**config.mk**
```make
export PLATFORM = sky130hd
export DESIGN_NAME = seq_shift_alu
export DESIGN_NICKNAME = d
export VERILOG_FILES = /design/src/rtl/seq_shift_alu.sv
export SDC_FILE = /design/constraint.sdc
export NUM_CORES = 1
export LEC_CHECK = 0
export ABC_AREA = 1
export CAP_MARGIN = 20
export CORE_MARGIN = 5
export CORE_UTILIZATION = 45
export DETAILED_ROUTE_END_ITERATION = 6
export PLACE_DENSITY = 0.66
export SLEW_MARGIN = 20
export SYNTH_ARGS = -nofsm -noshare
export SYNTH_HDL_FRONTEND = slang
export SYNTH_SLANG_ARGS = --single-unit
export TNS_END_PERCENT = 10
```
**constraint.sdc**
```tcl
create_clock -name clk -period 2.6 [get_ports clk]
set_clock_uncertainty 0.15 [all_clocks]
set_input_delay 0.78 -clock clk [delete_from_list [all_inputs] [get_ports clk]]
set_output_delay 0.78 -clock clk [all_outputs]
set_load 0.02 [all_outputs]
```
**src/rtl/seq_shift_alu.sv**
```systemverilog
// Clocked 8-op ALU with valid/ready handshakes on both sides.
// Shifts run one bit per cycle through a working register, so no barrel shifter is needed.
module seq_shift_alu #(
   parameter  int WIDTH = 16,
   localparam int SHW   = $clog2(WIDTH)
) (
   input  logic             clk,
   input  logic             rst_n,
   input  logic             in_valid,
   output logic             in_ready,
   input  logic [2:0]       op,
   input  logic [WIDTH-1:0] i0,
   input  logic [WIDTH-1:0] i1,
   output logic             out_valid,
   input  logic             out_ready,
   output logic [WIDTH-1:0] outp,
   output logic             cout
);

   typedef enum logic [1:0] {
      IDLE  = 2'd0,
      SHIFT = 2'd1,
      DONE  = 2'd2
   } state_t;

   localparam logic [2:0] OP_ADD = 3'b000;
   localparam logic [2:0] OP_SUB = 3'b001;
   localparam logic [2:0] OP_AND = 3'b010;
   localparam logic [2:0] OP_OR  = 3'b011;
   localparam logic [2:0] OP_XOR = 3'b100;
   localparam logic [2:0] OP_SHL = 3'b101;
   localparam logic [2:0] OP_SHR = 3'b110;
   localparam logic [2:0] OP_SRA = 3'b111;

   // Single-cycle ops; result is {carry, value}.
   function automatic logic [WIDTH:0] alu_f(input logic [2:0] f_op,
                                            input logic [WIDTH-1:0] a,
                                            input logic [WIDTH-1:0] b);
      logic [WIDTH:0] r;
      r = {(WIDTH+1){1'b0}};
      case (f_op)
         OP_ADD:  r = {1'b0, a} + {1'b0, b};
         OP_SUB:  r = {1'b0, a} + {1'b0, ~b} + {{WIDTH{1'b0}}, 1'b1};
         OP_AND:  r = {1'b0, a & b};
         OP_OR:   r = {1'b0, a | b};
         OP_XOR:  r = {1'b0, a ^ b};
         default: r = {1'b0, a};
      endcase
      return r;
   endfunction

   // One-bit shift step; result is {bit shifted out, shifted value}.
   function automatic logic [WIDTH:0] step_f(input logic [2:0] f_op,
                                             input logic [WIDTH-1:0] w);
      logic [WIDTH:0] r;
      r = {1'b0, w};
      case (f_op)
         OP_SHL:  r = {w[WIDTH-1], w[WIDTH-2:0], 1'b0};
         OP_SHR:  r = {w[0], 1'b0, w[WIDTH-1:1]};
         OP_SRA:  r = {w[0], w[WIDTH-1], w[WIDTH-1:1]};
         default: r = {1'b0, w};
      endcase
      return r;
   endfunction

   function automatic logic is_shift_f(input logic [2:0] f_op);
      return f_op[2] & (f_op[1] | f_op[0]);
   endfunction

   state_t           state_r,     state_s;
   logic [2:0]       op_r,        op_s;
   logic [WIDTH-1:0] work_r,      work_s;
   logic [SHW-1:0]   cnt_r,       cnt_s;
   logic [WIDTH-1:0] outp_r,      outp_s;
   logic             cout_r,      cout_s;
   logic             out_valid_r, out_valid_s;
   logic             in_ready_r,  in_ready_s;
   logic [WIDTH:0]   alu_s;
   logic [WIDTH:0]   step_s;

   // Next-state and next-output decode for the handshake/shift FSM.
   always_comb begin
      state_s     = state_r;
      op_s        = op_r;
      work_s      = work_r;
      cnt_s       = cnt_r;
      outp_s      = outp_r;
      cout_s      = cout_r;
      out_valid_s = out_valid_r;
      in_ready_s  = in_ready_r;
      alu_s       = alu_f(op, i0, i1);
      step_s      = step_f(op_r, work_r);
      case (state_r)
         IDLE: begin
            if (in_valid && in_ready_r) begin
               op_s       = op;
               in_ready_s = 1'b0;
               if (!is_shift_f(op)) begin
                  outp_s      = alu_s[WIDTH-1:0];
                  cout_s      = alu_s[WIDTH];
                  out_valid_s = 1'b1;
                  state_s     = DONE;
               end else if (i1[SHW-1:0] == {SHW{1'b0}}) begin
                  outp_s      = i0;
                  cout_s      = 1'b0;
                  out_valid_s = 1'b1;
                  state_s     = DONE;
               end else begin
                  work_s  = i0;
                  cnt_s   = i1[SHW-1:0];
                  state_s = SHIFT;
               end
            end else begin
               state_s = IDLE;
            end
         end
         SHIFT: begin
            work_s = step_s[WIDTH-1:0];
            cnt_s  = cnt_r - SHW'(1);
            // <= also catches a zero count, so the FSM can never spin through a wrap.
            if (cnt_r <= SHW'(1)) begin
               cnt_s       = {SHW{1'b0}};
               outp_s      = step_s[WIDTH-1:0];
               cout_s      = step_s[WIDTH];
               out_valid_s = 1'b1;
               state_s     = DONE;
            end else begin
               state_s = SHIFT;
            end
         end
         DONE: begin
            if (out_ready) begin
               out_valid_s = 1'b0;
               in_ready_s  = 1'b1;
               state_s     = IDLE;
            end else begin
               state_s = DONE;
            end
         end
         default: begin
            out_valid_s = 1'b0;
            in_ready_s  = 1'b1;
            cnt_s       = {SHW{1'b0}};
            state_s     = IDLE;
         end
      endcase
   end

   // State, operand and output registers.
   always_ff @(posedge clk or negedge rst_n) begin
      if (!rst_n) begin
         state_r     <= IDLE;
         op_r        <= 3'b000;
         work_r      <= {WIDTH{1'b0}};
         cnt_r       <= {SHW{1'b0}};
         outp_r      <= {WIDTH{1'b0}};
         cout_r      <= 1'b0;
         out_valid_r <= 1'b0;
         in_ready_r  <= 1'b1;
      end else begin
         state_r     <= state_s;
         op_r        <= op_s;
         work_r      <= work_s;
         cnt_r       <= cnt_s;
         outp_r      <= outp_s;
         cout_r      <= cout_s;
         out_valid_r <= out_valid_s;
         in_ready_r  <= in_ready_s;
      end
   end

   assign in_ready  = in_ready_r;
   assign out_valid = out_valid_r;
   assign outp      = outp_r;
   assign cout      = cout_r;

endmodule

```
==> out/qor.yml, run 1 <==
cts_inserted_buffers: 5
post-route-min-period_ns: 2.55
max-clock-path-buffers: 2
postSynth.asyncResetShare: 1.00
share_of_synthesized_area_spent_on_multiplexers: 0
grt_first_pass_wirelength_um: 32800
via_density_per_instance: 5.56
cp_max_fo: 7
cts.sink_count: 44
post-route-cell-area_mm2: 0.00779
clk_root_buffer_cell: "sky130_fd_sc_hd__clkbuf_16"
final_cell_mix: "sky130_fd_sc_hd__nand2_1, sky130_fd_sc_hd__buf_4, sky130_fd_sc_hd__inv_1, sky130_fd_sc_hd__nand3_1, sky130_fd_sc_hd__nor2_1"
crit_slowest_cell: "sky130_fd_sc_hd__clkdlybuf4s50_1"
synth_adder_area_share: 0.134
final_max_slew_viol_count: 0
number_of_enable_flip_flop_cells_after_synthesis: 0
power.static_leakage_nw: 4.01
total_wire_length_um: 20900
fin_total_pwr_w: 0.00552
rows: 39
first_pass_iters: 6
synth-compound-area-share: 0.203
end_kind: "register"
critical_path.reg2reg.endpoint: "outp[11]"
timing.critical_path.depth: 13
cts_tree: "done"
initial_core_utilization: 0.460
worst-r2r-setup-slack_ns: 0.23
max_slew.worst_pin.slew_ns: 0.519
final_layout_size_suffix_gt1_frac: 0.304
synthesis.area_per_instance_um2: 6.29
timing.critical_path.cells: "clkdlybuf4s50_1 > inv_2 > ha_4 > inv_1 > nand2_2 > nor2_1 > nor2_1 > nand3_1 > nand2_1 > nand3_1 > nand3_1 > nand2_1 > a21boi_1"
die_area_mm2: 0.0139
nets: 1126
crit_type: "input pin to register"
syn_inst: 834
placed_cells: 1154
period_share: 0.982
max_clock_freq_ghz: 0.392
insertedDiodeCount: 0
placed_area_mm2: 0.00697
worst_ir_drop_vdd_v: 0.000962
routed-via-count: 6533
setup_violations: 0
clk_latency_ns: 0.29
largest_net_degree_at_the_start_of_global_routing: 36
drc: 0
place_congestion: 0.959
h_tree_levels: 2
power.density_cell_area_mw_per_mm2: 709
total_nets_after_synthesis: 928
post-dp-hpwl_um: 16500
overflow: 0
synth_top_family_by_area: "simple AND/OR/NAND/NOR gates"
yosys_register_bits: 44
r2r-start: "cnt_r[0]"
wl_per_cell_um: 17.8
netlist_area_mm2: 0.00525
antenna_found_initial: 0
post_synth_xor_xnor_area: 0.00501
max_cap_viol_count: 0
required_time_at_the_worst_slack_endpoint_ns: 2.66
layoutNonFillerInstCount: 1176
startpoint_type: "input pin"
layout.cells.most_common: "sky130_fd_sc_hd__nand2_1"
rsz0062_at_grt: "true"
worstSetupStartpoint: "i0[13]"
timing_hold_violations_final: 0
grt_pass1_vias: 6380
postSynth.topFlopCell: "sky130_fd_sc_hd__dfrtp_1"
flow.area_growth_from_synthesis_pct: 48.5
slew-limit-headroom: 0.653
die_width_um: 118
ant_nets: 0
cts-hold-fix-buffers: 0
outcome: "finished, final reports clean"
top_cell_family_by_delay_on_the_critical_path: "simple AND/OR/NAND/NOR gates"
critical-path-top-cell-by-count: "sky130_fd_sc_hd__nand3_1"
reg2reg_path_depth: 8
yosys.area_share.simple: 0.313
hold_path_class: "input pin to async pin"
cpPeakStageDelay_ns: 0.49
drtIter0Drc: 522
die_height_um: 118
portBuffers: 57
setup_total_negative_slack_ns: 0
fp.coreArea_mm2: 0.0114
timing.critical_path.to: "outp[14]"
critical_path_arrival_ns: 2.61
boundaryPins: 58
synth_warnings: 0
synth_cell_type_count: 45
gr-usage-all-layers: 0.292
cts.reportedPaths.clkPinSlew_ns: 0.06
crit_buf_inv: 3
synth_sequential_area_ratio: 0.210
[worst register-to-register path, delay by kind of cell, from the launching register on]
family	cells	cell delay [ns]
AND/OR/NAND/NOR	3	0.75
AO/OA/AOI/OAI	2	0.46
flip-flops	1	0.41
buffers and inverters	2	0.25
adder cells (fa/ha/maj)	1	0.23
[synthesized netlist by cell type, drive strengths merged (7+ instances only)]
library cell | instances | area (um^2)
nand3 | 69 | 360
ha | 53 | 663
a21boi | 7 | 52.6
nand2 | 222 | 838
a21oi | 62 | 310
nor3 | 7 | 35.0
a211oi | 11 | 82.6
nand4 | 11 | 68.8
o21ai | 46 | 238
a22oi | 10 | 75.1
dfrtp | 43 | 1080
nor2 | 62 | 272
or2 | 9 | 56.3
o221ai | 12 | 105
buf | 19 | 125
o22ai | 14 | 87.6
inv | 146 | 548
[per-stage QoR]
step | util | hold slack (ns) | setup slack (ns)
3_3_place_gp | 0.610 | 0.319 | -0.644
5_1_grt | 0.682 | 0.338 | -0.0858
4_1_cts | 0.664 | 0.314 | -0.00229
2_1_floorplan | - | 0.325 | 0.197
3_5_place_dp | 0.610 | 0.329 | -0.647
6_report | 0.682 | 0.302 | 0.0474
[routing by layer]
layer	vias up	GRT usage	share of wire
met2	258	0.513	0.48
li1	3128	-	-
met3	72	0.0461	0.058
met4	0	0.120	0.048
met5	-	0	0
met1	3075	0.352	0.41
[flip-flops by register name (all words and copies together) (netlist names)]
name / count
outp: 16
work_r: 16
cnt_r: 4
op_r: 3
state_r: 2
cout: 1
in_ready: 1
out_valid: 1
[cell families (layout without fill, tap and decap cells)]
group / count (synthesis) / count (layout)
simple gates: 382 / 382
compound gates: 177 / 177
fa+ha+maj: 55 / 55
xor+xnor: 3 / 3
buf+inv: 173 / 372
flops: 44 / 44
[final cells by class]
| type | count | area (um^2) |
|---|---|---|
| fillers | 1035 | 3630 |
| clock inverters | 2 | 38.8 |
| repair buffers | 216 | 1810 |
| flip-flops and latches | 44 | 1100 |
| multi-input cells | 617 | 3950 |
| well taps | 143 | 179 |
| inverters | 148 | 569 |
| clock buffers | 6 | 139 |
[how the worst min path moves through the flow]
| stage | slack [ns] | to | cells past startpoint |
|---|---|---|---|
| finish | 0.30 | outp[3] | 1 |
| global route | 0.34 | outp[3] | 1 |
| CTS | 0.31 | work_r[1] | 1 |
| detailed placement | 0.33 | outp[6] | 2 |
| global placement | 0.32 | outp[6] | 2 |
| floorplan | 0.33 | cnt_r[0] | 0 |
[what timing repair did]
action,4_1_cts,5_1_grt
hold endpoints to repair,0,0
setup buffers,9,5
endpoints found under the setup margin,16,16
pin swaps,29,20
gates resized for setup,129,56
[where the power goes]
group	internal (W)	total, W	switching [W]	leakage, nW
Combinational	0.00145	0.00349	0.00204	3.41
Clock	0.000482	0.000757	0.000276	0.0871
Sequential	0.00104	0.00128	0.000244	0.515
Total	0.00297	0.00552	0.00256	4.01
Power figures use the tool's default switching activity.
==> run 2: changes to the inputs <==
SETUP_SLACK_MARGIN = 0.1   (was default)
==> run 2 against run 1 <==
Net effect:
- cell area up 0.67%
- setup slack improved by 0.026 ns
- total power up 0.82%
- combinational power up 1%
- routed wire length is 0.90% higher
- global-route usage rose by 0.27 points
- critical endpoint is now outp[15]
- largest cell class unchanged
- highest routed layer unchanged
==> out/qor.yml, run 2 (same netlist as run 1, synthesis figures left out) <==
max_slew.worst_pin.slew_ns: 0.530  # +0.0111 ns
h_tree_levels: 2  # unchanged
hold_path_class: "input pin to async pin"
cts.sink_count: 44  # unchanged
worst-r2r-setup-slack_ns: 0.28  # +0.05 ns
crit_slowest_cell: "sky130_fd_sc_hd__clkdlybuf4s50_1"
cts-hold-fix-buffers: 0  # unchanged
fp.coreArea_mm2: 0.0114  # unchanged
routed-via-count: 6580  # +0.72%
rows: 39  # unchanged
startpoint_type: "input pin"
timing_hold_violations_final: 0  # unchanged
total_wire_length_um: 21100  # +0.90%
first_pass_iters: 5  # -1
end_kind: "register"
critical-path-top-cell-by-count: "sky130_fd_sc_hd__nand2_1"
final_cell_mix: "sky130_fd_sc_hd__nand2_1, sky130_fd_sc_hd__buf_4, sky130_fd_sc_hd__inv_1, sky130_fd_sc_hd__nand3_1, sky130_fd_sc_hd__nor2_1"
setup_total_negative_slack_ns: 0  # unchanged
flow.area_growth_from_synthesis_pct: 49.5
area_used_by_multi_input_combinational_logic_mm2: 0.00403  # +2.0%
max_cap_viol_count: 0  # unchanged
power.density_cell_area_mw_per_mm2: 710  # +0.14%
max-clock-path-buffers: 2  # unchanged
crit_type: "input pin to register"
cts_inserted_buffers: 5  # unchanged
filler_cell_count: 1018  # -1.6%
max_clock_freq_ghz: 0.396  # +1.0%
grt_first_pass_wirelength_um: 33100  # +1.2%
drc: 0  # unchanged
placed_area_mm2: 0.00697  # unchanged
cts_tree: "done"
cts.reportedPaths.clkPinSlew_ns: 0.06  # about the same
final-seq-area_mm2: 0.00110  # unchanged
die_area_mm2: 0.0139  # unchanged
die_height_um: 118  # unchanged
critical_path.reg2reg.endpoint: "outp[11]"
outcome: "finished, final reports clean"
place_congestion: 0.959  # unchanged
power.static_leakage_nw: 3.96  # -1.3%
portBuffers: 57  # unchanged
layout.cells.most_common: "sky130_fd_sc_hd__nand2_1"
critical_path_arrival_ns: 2.59  # -0.02 ns
required_time_at_the_worst_slack_endpoint_ns: 2.67  # about the same
largest_net_degree_at_the_start_of_global_routing: 36  # unchanged
overflow: 0  # unchanged
via_density_per_instance: 5.59  # +0.55%
wl_per_cell_um: 17.9  # +0.73%
worst_ir_drop_vdd_v: 0.000987  # +2.6%
clk_latency_ns: 0.29  # about the same
gr-usage-all-layers: 0.294  # +0.00271
drtIter0Drc: 535  # +2.5%
ant_nets: 0  # unchanged
post-route-cell-area_mm2: 0.00785  # +0.67%
rsz0062_at_grt: "true"
cpPeakStageDelay_ns: 0.43  # -0.06 ns
boundaryPins: 58  # unchanged
period_share: 0.972  # -0.00991
cp_max_fo: 3  # -4
die_width_um: 118  # unchanged
antenna_found_initial: 0  # unchanged
grt_pass1_vias: 6454  # +1.2%
slew-limit-headroom: 0.646  # -0.00741
nets: 1128  # +0.18%
post-route-min-period_ns: 2.53  # -0.0258 ns
r2r-start: "cnt_r[0]"
final_max_slew_viol_count: 0  # unchanged
insertedDiodeCount: 0  # unchanged
initial_core_utilization: 0.460  # unchanged
final_layout_size_suffix_gt1_frac: 0.341  # +0.0371
setup_violations: 0  # unchanged
post-dp-hpwl_um: 16500  # unchanged
reg2reg_path_depth: 8  # unchanged
timing.critical_path.cells: "clkdlybuf4s50_1 > buf_4 > ha_1 > a21oi_2 > nand2_1 > a21oi_2 > nand2_1 > nand2_1 > nand3_1 > nand3_1 > nand2_1 > a21oi_2"
clk_root_buffer_cell: "sky130_fd_sc_hd__clkbuf_16"
run 2: cell types whose count changed in the layout (fill, tap and decap cells not counted), moves of 5 or more:
cell / before / now
sky130_fd_sc_hd__dlymetal6s2s_1: 8 / 2
sky130_fd_sc_hd__nand2_2: 28 / 34
sky130_fd_sc_hd__inv_2: 28 / 37
sky130_fd_sc_hd__ha_1: 35 / 30
sky130_fd_sc_hd__nand2_1: 193 / 186
sky130_fd_sc_hd__inv_1: 113 / 103
sky130_fd_sc_hd__clkbuf_2: 1 / 7
run 2: layer usage:
layer	routed length [um]	vias up	GRT usage
li1	-	3133	-
met1	8510	3070	0.356
met2	10400	303	0.522
met3	1340	74	0.0452
met4	891	0	0.113
met5	0	-	0
run 2: worst max-delay path by stage:
stage | cells after the start | startpoint | slack, ns | to
after CTS | 13 | i0[13] | 0.06 | outp[14]
after global routing | 12 | i0[15] | -0.04 | cout
after floorplan | 12 | i0[0] | 0.20 | outp[8]
after detailed placement | 11 | i0[1] | -0.65 | outp[8]
after global placement | 11 | i0[1] | -0.64 | outp[8]
final | 12 | i0[13] | 0.07 | outp[15]
run 2: area by class of cell:
type	count	area share
Clock buffer	6	0.0177
Inverter	148	0.0729
Multi-Input combinational cell	617	0.513
Sequential cell	44	0.141
Tap cell	143	0.0228
Clock inverter	2	0.00494
Timing Repair Buffer	218	0.228
run 2: worst max-delay path: cells and delay by family:
family                     cells  cell delay (ns)
adders and majority gates      1             0.24
buffers and inverters          2             0.60
and+or+nand+nor                6             0.50
AOI/OAI and AO/OA              3             0.47
run 2: stage by stage:
stage               power [W]  setup slack, ns  utilization  cells  hold slack, ns
detailed placement    0.00451           -0.647        0.610   1154           0.329
global route          0.00595          -0.0374        0.687   1178           0.340
floorplan             0.00328            0.197            -    834           0.325
CTS                   0.00543           0.0611        0.673   1175           0.314
finish                0.00557           0.0731        0.687   1178           0.303
global placement      0.00444           -0.644        0.610   1154           0.319
run 2: timing repair:
item                                    CTS  global route
resized for setup                       169            69
buffers inserted                         13             3
endpoints found under the setup margin   22            22
pin swaps                                41            41
run 2: report_power, final:
group          switching [W]  internal [W]
Sequential          0.000243       0.00104
Combinational        0.00207       0.00147
Clock               0.000271      0.000481
Total                0.00258       0.00299
==> run 3: changes to the inputs <==
HOLD_SLACK_MARGIN = 0.02   (was default)
SLEW_MARGIN = 25   (was 20)
TNS_END_PERCENT = 50   (was 10)
==> run 3 against run 2 <==
Net effect:
- final cell count increased by 0.25%
- sequential power is essentially flat
- sequential share of layout area is 0.098 points lower
- largest power group unchanged
- flip-flop and latch count unchanged
- first-iteration DRC count rose by 6.4%
- global-route usage up 0.10 points
- clock power rose by 1%
- fmax is 0.79% higher
- via count fell by 0.61%
==> out/qor.yml, run 3 (same netlist as run 1, synthesis figures left out) <==
outcome: "finished, final reports clean"
worst-r2r-setup-slack_ns: 0.28  # about the same
gr-usage-all-layers: 0.295  # +0.00100
die_height_um: 118  # unchanged
largest_net_degree_at_the_start_of_global_routing: 36  # unchanged
nets: 1131  # +0.27%
max_slew.worst_pin.slew_ns: 0.509  # -0.0214 ns
final_cell_mix: "sky130_fd_sc_hd__nand2_1, sky130_fd_sc_hd__buf_4, sky130_fd_sc_hd__inv_1, sky130_fd_sc_hd__nand3_1, sky130_fd_sc_hd__a21oi_1"
timing.critical_path.cells: "clkdlybuf4s15_2 > inv_2 > buf_4 > buf_4 > buf_4 > buf_4 > buf_4 > buf_4 > ha_1 > a211oi_2 > a21oi_1 > o21ai_0 > nand2_1"
grt_pass1_vias: 6456  # +0.031%
max_clock_freq_ghz: 0.399  # +0.79%
startpoint_type: "input pin"
max-clock-path-buffers: 2  # unchanged
critical_path_arrival_ns: 2.53  # -0.06 ns
final.setup.worst_slack_ns: 0.0930  # +0.0199 ns
drc: 0  # unchanged
initial_core_utilization: 0.460  # unchanged
power.static_leakage_nw: 4.00  # +1.0%
wl_per_cell_um: 17.8  # -0.44%
top_signal_layer_used: "met4"
end_kind: "register"
drtIter0Drc: 569  # +6.4%
required_time_at_the_worst_slack_endpoint_ns: 2.62  # -0.05 ns
period_share: 0.964  # -0.00765
clk_latency_ns: 0.29  # about the same
fp.coreArea_mm2: 0.0114  # unchanged
met2_wirelength_um: 10200  # -1.1%
overflow: 0  # unchanged
insertedDiodeCount: 0  # unchanged
max_cap_viol_count: 0  # unchanged
layout.cells.most_common: "sky130_fd_sc_hd__nand2_1"
cp_max_fo: 2  # -1
first_pass_iters: 7  # +2
cts_inserted_buffers: 5  # unchanged
wl_met3_um: 1220  # -8.8%
boundaryPins: 58  # unchanged
cts_tree: "done"
die_width_um: 118  # unchanged
grt_first_pass_wirelength_um: 33300  # +0.36%
portBuffers: 57  # unchanged
antenna_found_initial: 0  # unchanged
worst_ir_drop_vdd_v: 0.000982  # -0.55%
final_layout_size_suffix_gt1_frac: 0.350  # +0.00865
placed_area_mm2: 0.00697  # unchanged
crit_slowest_cell: "sky130_fd_sc_hd__ha_1"
post-route-cell-area_mm2: 0.00790  # +0.70%
rows: 39  # unchanged
cpPeakStageDelay_ns: 0.31  # -0.12 ns
total_wire_length_um: 21100  # -0.19%
ant_nets: 0  # unchanged
dp_slack_ns: -0.647  # unchanged
post-route-min-period_ns: 2.51  # -0.0199 ns
cts.sink_count: 44  # unchanged
final_max_slew_viol_count: 0  # unchanged
setup_violations: 0  # unchanged
die_area_mm2: 0.0139  # unchanged
fin_total_pwr_w: 0.00556  # -0.17%
power.density_cell_area_mw_per_mm2: 704  # -0.87%
cts.reportedPaths.clkPinSlew_ns: 0.07  # about the same
critical-path-top-cell-by-count: "sky130_fd_sc_hd__buf_4"
post-dp-hpwl_um: 16500  # unchanged
routed-via-count: 6540  # -0.61%
rsz0062_at_grt: "true"
hold_path_class: "input pin to async pin"
h_tree_levels: 2  # unchanged
slew-limit-headroom: 0.660  # +0.0143
timing_hold_violations_final: 0  # unchanged
place_congestion: 0.959  # unchanged
clk_root_buffer_cell: "sky130_fd_sc_hd__clkbuf_16"
via_density_per_instance: 5.54  # -0.86%
cts-hold-fix-buffers: 0  # unchanged
crit_type: "input pin to register"
filler_cell_count: 1025  # +0.69%
m1WireLength_um: 8610  # +1.2%
flow.area_growth_from_synthesis_pct: 50.5
[run 3: power breakdown]
| part | internal, W | switching, W |
|---|---|---|
| Sequential | 0.00104 | 0.000239 |
| Clock | 0.000482 | 0.000278 |
| Combinational | 0.00147 | 0.00206 |
[run 3: per-stage QoR]
step	util	cells	hold WS, ns	TNS, ns
after floorplan	-	834	0.325	0
after global placement	0.610	1154	0.319	-9.75
after detailed placement	0.610	1154	0.329	-10.55
after CTS	0.673	1175	0.314	0
after global routing	0.692	1181	0.340	-0.0410
final	0.692	1181	0.302	0
[run 3: final cells by class]
| type | instances | area (um^2) | share of cell area |
|---|---|---|---|
| tap | 143 | 179 | 0.0226 |
| multi-input combinational | 617 | 4060 | 0.514 |
| sequential | 44 | 1100 | 0.140 |
| clock inverter | 2 | 38.8 | 0.00491 |
| inverter | 148 | 574 | 0.0727 |
| timing repair buffer | 221 | 1810 | 0.229 |
| clock buffer | 6 | 139 | 0.0176 |
[run 3: what timing repair did]
item	CTS	global route
resized for setup	183	78
buffers inserted	13	6
pin swaps	47	36
gates cloned	0	0
endpoints found under the setup margin	22	22
[run 3: path summary, 6_finish.rpt]
kind,from,endpoint,cells past startpoint
worst max-delay path,i0[0],outp[0],13
worst min-delay path,rst_n,work_r[1],1
worst max register to register,cnt_r[0],outp[11],8
worst min register to register,outp[6],outp[6],2
max in group asynchronous,rst_n,work_r[8],2
min in group clk,outp[6],outp[6],2
[run 3: routing by layer]
| layer | up-vias | GRT usage |
|---|---|---|
| li1 | 3133 | - |
| met1 | 3044 | 0.357 |
| met2 | 287 | 0.523 |
| met3 | 76 | 0.0447 |
| met4 | 0 | 0.115 |
| met5 | - | 0 |
[run 3: critical path, delay by kind of cell]
family / cells / cell delay (ns)
and+or+nand+nor: 1 / 0.06
buffers and inverters: 8 / 1.01
adders and majority gates: 1 / 0.31
AOI/OAI and AO/OA: 3 / 0.37
